File: src/rtl/uart_tx_arbiter_if.sv
// Requester and serializer signals shared by the UART TX arbiter.
// The master side is the environment (byte producers plus serializer); the slave side is the arbiter.
interface uart_tx_arbiter_if #(
  parameter int NUM_REQ = 2,
  parameter int IDX_W   = 1
);
  logic [NUM_REQ-1:0]   req_valid;
  logic [NUM_REQ*8-1:0] req_data;
  logic [NUM_REQ-1:0]   req_lock;
  logic [NUM_REQ-1:0]   req_ready;
  logic [7:0]           tx_data;
  logic                 tx_start;
  logic                 tx_busy;
  logic [IDX_W-1:0]     grant_idx;
  logic                 grant_active;
  logic                 err_timeout;

  modport master (
    output req_valid, req_data, req_lock, tx_busy,
    input  req_ready, tx_data, tx_start, grant_idx, grant_active, err_timeout
  );

  modport slave (
    input  req_valid, req_data, req_lock, tx_busy,
    output req_ready, tx_data, tx_start, grant_idx, grant_active, err_timeout
  );
endinterface

File: src/rtl/uart_tx_arbiter.sv
// Round-robin arbiter that shares one UART TX serializer among NUM_REQ byte producers.
// Bytes go out one at a time; a lock flag lets an owner keep the grant for a burst of up to MAX_BURST bytes.
module uart_tx_arbiter #(
  parameter int NUM_REQ      = 2,
  parameter int IDX_W        = 1,
  parameter int MAX_BURST    = 16,
  parameter int BUSY_TIMEOUT = 4
) (
  input logic              clk,
  input logic              reset_n,
  uart_tx_arbiter_if.slave bus
);
  localparam int CNT_W = $clog2(BUSY_TIMEOUT);
  localparam int BST_W = $clog2(MAX_BURST + 1);

  typedef enum logic [1:0] {ARB, ISSUE, WAIT_BUSY, WAIT_DONE} state_t;

  state_t           state, nstate;
  logic [7:0]       tx_data_q;
  logic [IDX_W-1:0] grant_idx_q;
  logic [IDX_W-1:0] rr_ptr;
  logic             grant_active_q;
  logic             lock_q;
  logic [BST_W-1:0] burst_cnt;
  logic [CNT_W-1:0] tmo_cnt;

  logic [IDX_W-1:0] sel, cand;
  logic             sel_vld;
  logic [7:0]       sel_byte;
  logic             sel_lock;
  logic             accept, tmo, done, keep;

  // A held lock pins the choice to the current owner; otherwise search starts just past rr_ptr.
  always_comb begin
    sel     = grant_idx_q;
    sel_vld = 1'b0;
    cand    = '0;
    if (lock_q) begin
      sel_vld = bus.req_valid[grant_idx_q];
    end else begin
      for (int k = 1; k <= NUM_REQ; k++) begin
        cand = IDX_W'((int'(rr_ptr) + k) % NUM_REQ);
        if (!sel_vld && bus.req_valid[cand]) begin
          sel     = cand;
          sel_vld = 1'b1;
        end
      end
    end
  end

  always_comb begin
    sel_byte = 8'h00;
    sel_lock = 1'b0;
    for (int i = 0; i < NUM_REQ; i++) begin
      if (sel == IDX_W'(i)) begin
        sel_byte = bus.req_data[i*8 +: 8];
        sel_lock = bus.req_lock[i];
      end
    end
  end

  assign accept = (state == ARB) && !bus.tx_busy && sel_vld;

  for (genvar g = 0; g < NUM_REQ; g++) begin : g_rdy
    assign bus.req_ready[g] = accept && (sel == IDX_W'(g));
  end

  always_ff @(posedge clk or negedge reset_n) begin
    if (!reset_n) state <= ARB;
    else          state <= nstate;
  end

  always_comb begin
    nstate = state;
    tmo    = 1'b0;
    done   = 1'b0;
    case (state)
      ARB:       if (accept) nstate = ISSUE;
      ISSUE:     nstate = WAIT_BUSY;
      WAIT_BUSY: begin
        if (bus.tx_busy) begin
          nstate = WAIT_DONE;
        end else if (tmo_cnt == CNT_W'(BUSY_TIMEOUT - 1)) begin
          tmo    = 1'b1;
          nstate = ARB;
        end
      end
      WAIT_DONE: begin
        if (!bus.tx_busy) begin
          done   = 1'b1;
          nstate = ARB;
        end
      end
      default:   nstate = ARB;
    endcase
  end

  assign keep = lock_q && (burst_cnt < BST_W'(MAX_BURST - 1));

  always_ff @(posedge clk or negedge reset_n) begin
    if (!reset_n) begin
      tx_data_q      <= 8'h00;
      grant_idx_q    <= '0;
      grant_active_q <= 1'b0;
      lock_q         <= 1'b0;
      burst_cnt      <= '0;
      tmo_cnt        <= '0;
      rr_ptr         <= IDX_W'(NUM_REQ - 1);
    end else begin
      if (accept) begin
        tx_data_q      <= sel_byte;
        grant_idx_q    <= sel;
        grant_active_q <= 1'b1;
        lock_q         <= sel_lock;
      end
      if (state == ISSUE)                         tmo_cnt <= '0;
      else if (state == WAIT_BUSY && !bus.tx_busy) tmo_cnt <= tmo_cnt + CNT_W'(1);
      // A dead serializer forfeits the grant so the other requesters still make progress.
      if (tmo) begin
        lock_q         <= 1'b0;
        burst_cnt      <= '0;
        rr_ptr         <= grant_idx_q;
        grant_active_q <= 1'b0;
      end
      if (done) begin
        if (keep) begin
          burst_cnt <= burst_cnt + BST_W'(1);
        end else begin
          rr_ptr         <= grant_idx_q;
          burst_cnt      <= '0;
          lock_q         <= 1'b0;
          grant_active_q <= 1'b0;
        end
      end
    end
  end

  assign bus.tx_data      = tx_data_q;
  assign bus.tx_start     = (state == ISSUE);
  assign bus.grant_idx    = grant_idx_q;
  assign bus.grant_active = grant_active_q;
  assign bus.err_timeout  = tmo;
endmodule

File: src/flat_wrapper.sv
// flat-port wrapper written by rule: the top's interface ports become plain ports
module uart_tx_arbiter_flat 
#(
  parameter int NUM_REQ      = 2,
  parameter int IDX_W        = 1,
  parameter int MAX_BURST    = 16,
  parameter int BUSY_TIMEOUT = 4
)
  (clk, reset_n, bus_req_valid, bus_req_data, bus_req_lock, bus_tx_busy, bus_req_ready, bus_tx_data, bus_tx_start, bus_grant_idx, bus_grant_active, bus_err_timeout);
  uart_tx_arbiter_if #(.NUM_REQ(NUM_REQ), .IDX_W(IDX_W)) bus_i ();
  input logic clk;
  input logic reset_n;
  input wire logic [$bits(bus_i.req_valid)-1:0] bus_req_valid;
  input wire logic [$bits(bus_i.req_data)-1:0] bus_req_data;
  input wire logic [$bits(bus_i.req_lock)-1:0] bus_req_lock;
  input wire logic [$bits(bus_i.tx_busy)-1:0] bus_tx_busy;
  output wire logic [$bits(bus_i.req_ready)-1:0] bus_req_ready;
  output wire logic [$bits(bus_i.tx_data)-1:0] bus_tx_data;
  output wire logic [$bits(bus_i.tx_start)-1:0] bus_tx_start;
  output wire logic [$bits(bus_i.grant_idx)-1:0] bus_grant_idx;
  output wire logic [$bits(bus_i.grant_active)-1:0] bus_grant_active;
  output wire logic [$bits(bus_i.err_timeout)-1:0] bus_err_timeout;
  assign bus_i.req_valid = bus_req_valid;
  assign bus_i.req_data = bus_req_data;
  assign bus_i.req_lock = bus_req_lock;
  assign bus_i.tx_busy = bus_tx_busy;
  assign bus_req_ready = bus_i.req_ready;
  assign bus_tx_data = bus_i.tx_data;
  assign bus_tx_start = bus_i.tx_start;
  assign bus_grant_idx = bus_i.grant_idx;
  assign bus_grant_active = bus_i.grant_active;
  assign bus_err_timeout = bus_i.err_timeout;
  uart_tx_arbiter #(.NUM_REQ(NUM_REQ), .IDX_W(IDX_W), .MAX_BURST(MAX_BURST), .BUSY_TIMEOUT(BUSY_TIMEOUT)) u_core (.clk(clk), .reset_n(reset_n), .bus(bus_i));
endmodule
File: config.mk
export PLATFORM = sky130hd
export DESIGN_NAME = uart_tx_arbiter_flat
export DESIGN_NICKNAME = d
export VERILOG_FILES = /design/src/rtl/uart_tx_arbiter_if.sv /design/src/rtl/uart_tx_arbiter.sv /design/src/flat_wrapper.sv
export SDC_FILE = /design/constraint.sdc
export NUM_CORES = 1
export LEC_CHECK = 0
export CAP_MARGIN = 30
export CORE_AREA = 4 4 73 75
export DETAILED_ROUTE_END_ITERATION = 6
export DIE_AREA = 0 0 77 79
export GPL_TIMING_DRIVEN = 0
export PLACE_DENSITY = 0.43
export RECOVER_POWER = 100
export SLEW_MARGIN = 10
export SYNTH_ARGS = -nofsm -noshare
export SYNTH_HDL_FRONTEND = slang
export SYNTH_SLANG_ARGS = --single-unit
File: constraint.sdc
create_clock -name clk -period 1.69 [get_ports clk]
set_clock_uncertainty 0.1 [all_clocks]
set_input_delay 0.4225 -clock clk [delete_from_list [all_inputs] [get_ports clk]]
set_output_delay 0.4225 -clock clk [all_outputs]
set_load 0.02 [all_outputs]
## After elaboration in Yosys (flattened, before gate mapping)

Index checks and enable logic that the tools add are counted.

| word-level totals | value |
|---|---|
| flip-flop bits (word level) | 21 |
| word-level logic and storage cells | 78 |
| output and inout port bits | 14 |
| ROM bits | 0 |
| bits in latches | 0 |
| memories kept | 0 |
| memory bits (writable) | 0 |
| bits of input ports | 23 |

| cells by class | value |
|---|---|
| equal/unequal tests | 7 |
| shift operators | 0 |
| $lt $le $gt $ge | 4 |
| add/sub/neg operators | 4 |
| multipliers | 0 |
| muxes and demuxes | 41 |
| reduce and logical (&&, ||, !) cells | 13 |
| bitwise operators | 1 |
| divide/modulo/power cells | 0 |

Operators by type and width:

| kind | number |
|---|---|
| 2-to-1 mux 1 bit | 30 |
| 2-to-1 mux 5 bit | 3 |
| 2-to-1 mux 2 bit | 6 |
| 2-to-1 mux 8 bit | 1 |
| one-hot mux 2 bit (4 select lines) | 1 |
| logical AND 1 bit | 7 |
| equality test 2 bit (second input constant) | 3 |
| < comparator 1 x 2 -> 1 bit (second input constant) | 3 |
| adder 5 x 1 -> 5 bit (second input constant) | 1 |
| < comparator 5 x 4 -> 1 bit (second input constant) | 1 |
| nonzero test 2 bit | 2 |
| inequality test 3 x 2 -> 1 bit (second input constant) | 1 |
| AND reduction 3 bit | 1 |
| adder 1 bit (second input constant) | 2 |
| adder 2 x 1 -> 2 bit (second input constant) | 1 |
| equality test 2 x 1 -> 1 bit (second input constant) | 1 |
| zero test 1 bit | 2 |
| zero test 2 bit | 1 |
| inequality test 2 x 1 -> 1 bit (second input constant) | 1 |
| inequality test 2 bit (second input constant) | 1 |
| NOT 1 bit | 1 |

## Longest topological paths before layout

Gate-level depths: netlist of the first run.

| depth | value |
|---|---|
| word-level depth | 14 |
| depth in mapped cells | 6 |
| depth with buffers taken out | 4 |

## Worst setup path after synthesis of the first run

OpenSTA, ideal clock, no wires.

| timing path | value |
|---|---|
| path kind | register -> output |
| start | register u_core.grant_idx_q, in the netlist u_core.bus.grant_idx |
| end | output port bus_req_ready[0] |
| arrival time | 1341 ps |
| stages on the path, launching flop included | 5 |
| data required time | 1167 ps |
| slack | -174 ps |
| cells stage by stage | dfrtp_1 a21boi_1 o221ai_2 buf_4 nor2b_1 |

| between the ends | value |
|---|---|
| longest elaborated chain between the ends | 5 |

Ends and longest elaborated chain:

| element | RTL line | RTL |
|---|---|---|
| start, declared | uart_tx_arbiter.sv:20 | `logic [IDX_W-1:0] grant_idx_q;` |
| start signal, assigned | uart_tx_arbiter.sv:112 | `grant_idx_q <= sel;` |
| 2-to-1 mux 1 bit (on tied branches) (2 in series) | uart_tx_arbiter.sv:39, uart_tx_arbiter.sv:43 |  |
| 2-to-1 mux 1 bit | uart_tx_arbiter.sv:38 | `if (lock_q) begin` |
| logical AND 1 bit or NOT 1 bit (tied branches) | - |  |
| logical AND 1 bit * | uart_tx_arbiter.sv:65 | `assign bus.req_ready[g] = accept && (sel == IDX_W'(g));` |
| end, declared | flat_wrapper.sv:17 | `output wire logic [$bits(bus_i.req_ready)-1:0] bus_req_ready;` |

Every way passes the cells marked *; elsewhere a longest branch is shown, timed or not. The select of a mux whose other input is x is not followed.

## Worst setup path after layout of the first run

| timing path | value |
|---|---|
| start | register u_core.rr_ptr |
| end | output port bus_req_ready[0] |

| between the ends | value |
|---|---|
| longest elaborated chain between the ends | 11 |

Ends and longest elaborated chain:

| element | RTL line | RTL |
|---|---|---|
| start, declared | uart_tx_arbiter.sv:21 | `logic [IDX_W-1:0] rr_ptr;` |
| start signal, assigned | uart_tx_arbiter.sv:108 | `rr_ptr <= IDX_W'(NUM_REQ - 1);` |
| start signal, assigned | uart_tx_arbiter.sv:122 | `rr_ptr <= grant_idx_q;` |
| start signal, assigned | uart_tx_arbiter.sv:129 | `rr_ptr <= grant_idx_q;` |
| adder 1 bit | uart_tx_arbiter.sv:42 | `cand = IDX_W'((int'(rr_ptr) + k) % NUM_REQ);` |
| 2-to-1 mux 1 bit (not written as such) (2 in series) | uart_tx_arbiter.sv:43 | `if (!sel_vld && bus.req_valid[cand]) begin` |
| 2-to-1 mux 1 bit | uart_tx_arbiter.sv:43 |  |
| 2-to-1 mux 1 bit | uart_tx_arbiter.sv:38 |  |
| zero test 1 bit | uart_tx_arbiter.sv:43 |  |
| logical AND 1 bit | uart_tx_arbiter.sv:43 |  |
| 2-to-1 mux 1 bit | uart_tx_arbiter.sv:43 |  |
| 2-to-1 mux 1 bit | uart_tx_arbiter.sv:38 |  |
| logical AND 1 bit or NOT 1 bit (tied branches) | - |  |
| logical AND 1 bit * | uart_tx_arbiter.sv:65 |  |

Marked as above.

==> results of run 1 <==
final cells by class:
| cell class | instances | area [um^2] |
|---|---|---|
| Multi-Input combinational cell | 77 | 621 |
| Tap cell | 54 | 67.6 |
| Buffer | 3 | 27.5 |
| Timing Repair Buffer | 56 | 509 |
| Fill cell | 466 | 2850 |
| Sequential cell | 21 | 531 |
| Inverter | 3 | 11.3 |
| Clock buffer | 4 | 45.0 |
registers in the layout, indices dropped and copies added, names as in the netlist:
register,count
u_core.burst_cnt,5
u_core.tmo_cnt,2
u_core.bus.tx_data,8
u_core.state,2
u_core.bus.grant_active,1
u_core.rr_ptr,1
u_core.lock_q,1
u_core.bus.grant_idx,1
worst register-to-register path: stages, from the launching register on:
cell and delay (ns):
dfrtp_2 0.44, nor3_4 0.22, buf_4 0.14, buf_6 0.08, buf_6 0.08, buf_6 0.08
buf_6 0.08, buf_6 0.08, buf_6 0.08, buf_6 0.08, o21ai_4 0.04, a221oi_2 0.26
through the flow:
| step | hold WS (ns) | setup TNS [ns] | utilization, % | area (um^2) | total power [mW] |
|---|---|---|---|---|---|
| 5_1_grt | 0.386 | -1.50 | 38.9 | 1810 | 3.01 |
| 2_1_floorplan | 0.0269 | 0 | - | 1130 | 1.69 |
| 3_3_place_gp | 0.366 | -10.82 | 33.5 | 1560 | 2.16 |
| 3_5_place_dp | 0.370 | -8.26 | 34.1 | 1590 | 2.18 |
| 6_report | 0.368 | -0.842 | 38.9 | 1810 | 2.79 |
| 4_1_cts | 0.369 | -1.16 | 37.5 | 1750 | 2.67 |
per-layer routing:
metal  wire (um)  part of all wire, %  GRT usage (%)  vias up
met3         217                  7.4           3.63        3
met1        1230                   42           11.8      487
met4          36                  1.2           3.74        0
met5           0                    0              0        -
li1            -                    -              -      487
met2        1440                   49           17.2       30
synth_stat cells, drive strengths merged:
cell type  instances  share of area [%]
a21boi             1               0.67
a21o               1               0.67
a21oi              2               0.89
a221oi             1                1.3
a22o               1               0.78
a32oi              1                1.4
and2b              1               0.67
and4               1               0.78
buf                4                2.8
dfrtp             20                 44
dfstp              1                2.3
ha                 2                2.2
inv                3                1.0
mux2               3                3.0
mux2i              9                8.0
nand2             18                6.0
nand2b             4                2.4
nand3b             1               0.67
nor2               4                2.2
nor2b              3                1.7
nor3               2                1.8
nor3b              1               0.67
nor4               1               0.56
o21a               1               0.67
o21ai             18                 11
o221ai             1                1.3
what timing repair did:
| item | 4_1_cts | 5_1_grt |
|---|---|---|
| resized for setup | 39 | 30 |
| buffers inserted | 16 | 4 |
| pin swaps | 3 | 5 |
| setup endpoints to repair | 25 | 11 |
cells in the final DEF, fill, tap and decap left out, drive strengths merged, types with 2 or more instances in the layout:
cell type / synthesis / final
mux2: 3 / 3
clkdlybuf4s50: 0 / 18
nor2b: 3 / 3
nand2b: 4 / 4
a21oi: 2 / 2
nand2: 18 / 18
o21ai: 18 / 18
nor3: 2 / 2
clkbuf: 0 / 11
dfrtp: 20 / 20
dlygate4sd2: 0 / 11
nor2: 4 / 4
inv: 3 / 3
mux2i: 9 / 9
buf: 4 / 22
ha: 2 / 2
final timing paths:
path | startpoint | to
worst max-delay path | u_core.rr_ptr | bus_req_ready[0]
worst min-delay path | bus_tx_busy | u_core.state[0]
worst max register to register | u_core.state[1] | u_core.lock_q
worst min register to register | u_core.bus.tx_data[5] | u_core.bus.tx_data[5]
max in group asynchronous | reset_n | u_core.rr_ptr
min in group asynchronous | reset_n | u_core.tmo_cnt[1]
report_power, final:
group          internal, mW  total [mW]  switching [mW]  leakage (nW)
combinational         0.820        1.57           0.748         0.559
sequential            0.715       0.881           0.165         0.261
clock                 0.169       0.345           0.176        0.0228
total                  1.70        2.79            1.09         0.844
cell families after synthesis:
family | share of synthesized area, %
and+or+nand+nor | 17.4
muxes | 11.0
adders and majority gates | 2.22
DFF | 46.8
buffers and inverters | 3.78
AOI/OAI and AO/OA | 18.8
==> results.toml, run 1 <==
[status]
outcome = "finished, violations left"
failed_checks = "negative setup slack"

[timing]
finalWorstSetupSlack_ns = -0.290
relative_slew_margins_pct = 72.9
grt_setup_unrepaired = "true"
fmax_mhz = 505
finalHoldViolations = 0
timing.final.crit_share_pct = 117
final-setup-viol-count = 6
worst_pin_slew_ns = 0.406
finalMaxSlewViolations = 0
post-route-min-period_ns = 1.98

[final_layout]
num_antenna_cells = 0
drive_gt1_share_pct = 39.0
finish.net_count = 190
areaGrowthSynthToFinish_pct = 60.9
finish.cell_count_without_fillers = 218

[placed_design]
place_worst_setup_slack_ns = -1.16
gp_congestion = 0.796
placed_cells = 196
detailed_place_hpwl_um = 2050
numPortBuffers = 36

[setup_path]
path_class = "reg2out"
crit_cells = 5
reg2reg_slack_ns = -0.16
timing.critical_path.slowest_stage_cell = "dfstp_2"
worst_r2r_path_depth = 11
cp_top_family = "flip-flops"
endpoint_kind = "output port"
worstPathRequired_ns = 1.17
worst_setup_path_start_kind = "flip-flop"
arrival_ns = 1.46
cp_slowest_stage_delay_ns = 0.54
cp_num_buf_inv = 2
path_cells = "nand2_2 -> a32oi_2 -> buf_6 -> nor2b_4 -> buf_6"
timing.critical_path.fanout_max = 4
most_numerous_cell_on_the_critical_path = "buf_6"

[drt]
drt-wirelength-per-cell_um = 13.4
viasPerCell = 4.62
drt_iter0_drc = 14
finalWirelength_um = 2930
routed-via-count = 1007
detail_route.drc_violations = 0
drt_pass1_iterations = 2
ant_nets = 0

[hold_path]
worst_hold_path.num_cells = 3
hold_path.class = "in2reg"

[yosys]
syn_nets = 130
synth.yosys.seq_area_share_pct = 46.8
synth_area_per_cell_um2 = 10.7
synthCells = 105
synthesis_warnings = 0
ys_seq_elements = 21
number_of_distinct_library_cell_variants_in_the_gate_level_netlist_after_synthesis = 35
post_synth_design_cell_area_um2 = 1130

[clocking]
clock_tree.root_cell = "clkbuf_8"
cts.hold.buffers_added = 0
cts_made_buffers = 3
cts_sinks = 21
cts_tree = "yes"
clk_pin_slew_worst_paths_ns = 0.08
cts_max_path_buffers = 2
insertion_delay_ns = 0.27
cts-htree-levels = 1

[floorplan]
dieArea_um2 = 6080
die_height_um = 79
initial_utilization_pct = 24.2
standard_cell_core_area_um2 = 4660
num_rows = 25
design.portCount = 37
die_x_um = 77

[global_route]
grt_pass1_wl_um = 4860
pin_count_of_the_biggest_net_entering_global_routing = 16
grt_pass1_vias = 1048
grt_antenna_before_repair = 0
globalRouteOverflowTotal = 0
total_grt_usage_pct = 10.1

[power]
power.ir.vdd_worst_mv = 0.583
p_per_area_nw_per_um2 = 1540
leakage_nw = 0.844

[flow_run]
cap_violations = 0
(Power assumes the default switching activity.)
==> run 2: changes to the inputs <==
Settings changed: CTS_CLUSTER_DIAMETER set to 200.
==> results of run 2 <==
The final DEF is identical to that of run 1; final timing and power are the same.
==> run 3: changes to the inputs <==
Settings changed: CORE_AREA 4 4 73 75 to 4 4 59 61, CTS_BUF_LIST set to sky130_fd_sc_hd__clkbuf_8 sky130_fd_sc_hd__clkbuf_16, DIE_AREA 0 0 77 79 to 0 0 63 65, PLACE_DENSITY 0.43 to 0.64.
==> run 3 against run 2 <==
- the flow still finishes with violations (negative setup slack)
- non-clock buffer count decreased by 8
- hold slack got worse by 0.0033 ns
- wire length down 12%
- flip-flop and latch count did not move
- core utilization up 19 points
- register-to-register slack gained 0.17 ns
- sequential share of layout area increased by 1.8 points
- fmax is 0.79% lower
- total power fell by 5.0%
- setup slack got worse by 0.016 ns
- clock power shrank 6%
==> results.toml, run 3 (same netlist as run 1, synthesis figures left out) <==
[status]
outcome = "finished, violations left"
failed_checks = "negative setup slack"

[floorplan]
standard_cell_core_area_um2 = 2980
die_height_um = 65
die_x_um = 63
dieArea_um2 = 4100
num_rows = 20
design.portCount = 37
initial_utilization_pct = 37.8

[global_route]
pin_count_of_the_biggest_net_entering_global_routing = 14
globalRouteOverflowTotal = 0
grt_antenna_before_repair = 0
total_grt_usage_pct = 14.0
grt_pass1_vias = 1083
grt_pass1_wl_um = 4680

[placed_design]
gp_congestion = 0.897
detailed_place_hpwl_um = 1930
placed_cells = 175
numPortBuffers = 36

[timing]
timing.final.crit_share_pct = 118
finalWorstSetupSlack_ns = -0.306
post-route-min-period_ns = 2.00
final-setup-viol-count = 3
worst_pin_slew_ns = 0.420
relative_slew_margins_pct = 71.9
fmax_mhz = 501
finalHoldViolations = 0
finalMaxSlewViolations = 0
grt_setup_unrepaired = "true"

[setup_path]
cp_slowest_stage_delay_ns = 0.43
timing.critical_path.slowest_stage_cell = "dfrtp_2"
path_class = "reg2out"
worst_r2r_path_depth = 6
worst_setup_path_start_kind = "flip-flop"
worstPathRequired_ns = 1.17
rr_startpoint = "u_core.rr_ptr"
path_cells = "buf_4 -> a21boi_2 -> o221ai_2 -> buf_6 -> nor2b_4 -> buf_6"
most_numerous_cell_on_the_critical_path = "buf_6"
endpoint_kind = "output port"
timing.critical_path.fanout_max = 4
crit_start = "u_core.lock_q"
arrival_ns = 1.47

[drt]
ant_nets = 0
viasPerCell = 5.07
routed-via-count = 958
drt-wirelength-per-cell_um = 13.7
detail_route.drc_violations = 0
drt_pass1_iterations = 3
drt_iter0_drc = 34
finalWirelength_um = 2590

[clocking]
cts-htree-levels = 1
clk_pin_slew_worst_paths_ns = 0.08
clock_tree.root_cell = "clkbuf_8"
cts_made_buffers = 3
cts.hold.buffers_added = 0
insertion_delay_ns = 0.25
cts_max_path_buffers = 2
cts_sinks = 21
cts_tree = "yes"

[power]
power_report.internal_total_mw = 1.62
power.switching_fraction_pct = 39.1
total_power_mw = 2.65
power.ir.vdd_worst_mv = 0.738
pwr-share-seq_pct = 33.0
combPwrFrac_pct = 54.7
clkPwrFrac_pct = 12.3
leakage_nw = 0.791
p_per_area_nw_per_um2 = 1550
power_switching_mw = 1.04

[final_layout]
drive_gt1_share_pct = 38.5
areaGrowthSynthToFinish_pct = 52.1
flip_flop_count_of_the_largest_register_all_copies_and_words_added = 8
most_frequent_cells_in_the_layout = "clkdlybuf4s50_1, nand2_1, dfrtp_1"
num-fill-cells = 270
finish.cell_count_without_fillers = 189
finish.net_count = 182
num_antenna_cells = 0
mostFrequentLayoutCell = "clkdlybuf4s50_1"

[hold_path]
worst_hold_path.num_cells = 3
hold_path_startpoint = "bus_tx_busy"
hold_path.class = "in2reg"

[flow_run]
cap_violations = 0
==> run 3: metal layers <==
metal  vias up  track usage [%]  part of all wire, %
met4         0             4.41                 0.39
li1        474                -                    -
met1       453             17.4                   45
met3         2             3.29                  6.3
met5         -                0                    0
met2        29             24.1                   48
==> run 3: power groups by stage <==
stage	Sequential [mW]	Combinational, mW	Clock (mW)
floorplan	0.988	0.707	0
global placement	0.876	1.25	0
detailed placement	0.884	1.27	0
CTS	0.894	1.30	0.340
global route	0.906	1.60	0.368
finish	0.877	1.45	0.326
==> run 3: cell type report <==
class,count,area [um^2],share of cell area [%]
multi-input combinational,77,616,35.9
sequential,21,532,31.0
timing repair buffer,48,437,25.5
clock buffer,3,41.3,2.41
tap,33,41.3,2.41
buffer,3,30.0,1.75
inverter,3,11.3,0.657
clock inverter,1,5.00,0.292
==> run 3: path summary, 6_finish.rpt <==
| path | to | slack, ns |
|---|---|---|
| setup / recovery | bus_req_ready[0] | -0.31 |
| hold / removal | u_core.state[0] | 0.36 |
| setup reg to reg | u_core.bus.tx_data[7] | 0.01 |
| hold reg to reg | u_core.bus.tx_data[4] | 0.38 |
| max in group asynchronous | u_core.rr_ptr | 0.35 |
| min in group asynchronous | u_core.tmo_cnt[1] | 0.43 |
==> run 3: timing repair <==
| item | in CTS | in global routing |
|---|---|---|
| gates resized for setup | 44 | 18 |
| buffers inserted | 5 | 7 |
| pin swaps | 2 | 3 |
| endpoints found under the setup margin | 24 | 12 |
==> run 3: worst max-delay path, delay by kind of cell (launching register included) <==
kind / cells / cell delay [ns]
AO/OA/AOI/OAI: 2 / 0.28
buffers and inverters: 3 / 0.40
flip-flops: 1 / 0.43
AND/OR/NAND/NOR: 1 / 0.10
==> run 3: through the flow <==
stage / TNS [ns] / util (%) / area [um^2] / worst slack, ns / hold slack [ns]
2_1_floorplan: 0 / - / 1130 / 0.00763 / 0.0269
3_3_place_gp: -8.47 / 51.6 / 1540 / -1.11 / 0.362
3_5_place_dp: -7.73 / 52.1 / 1550 / -1.10 / 0.367
4_1_cts: -0.770 / 55.2 / 1640 / -0.294 / 0.382
5_1_grt: -1.28 / 57.5 / 1710 / -0.373 / 0.380
6_report: -0.590 / 57.5 / 1710 / -0.306 / 0.365
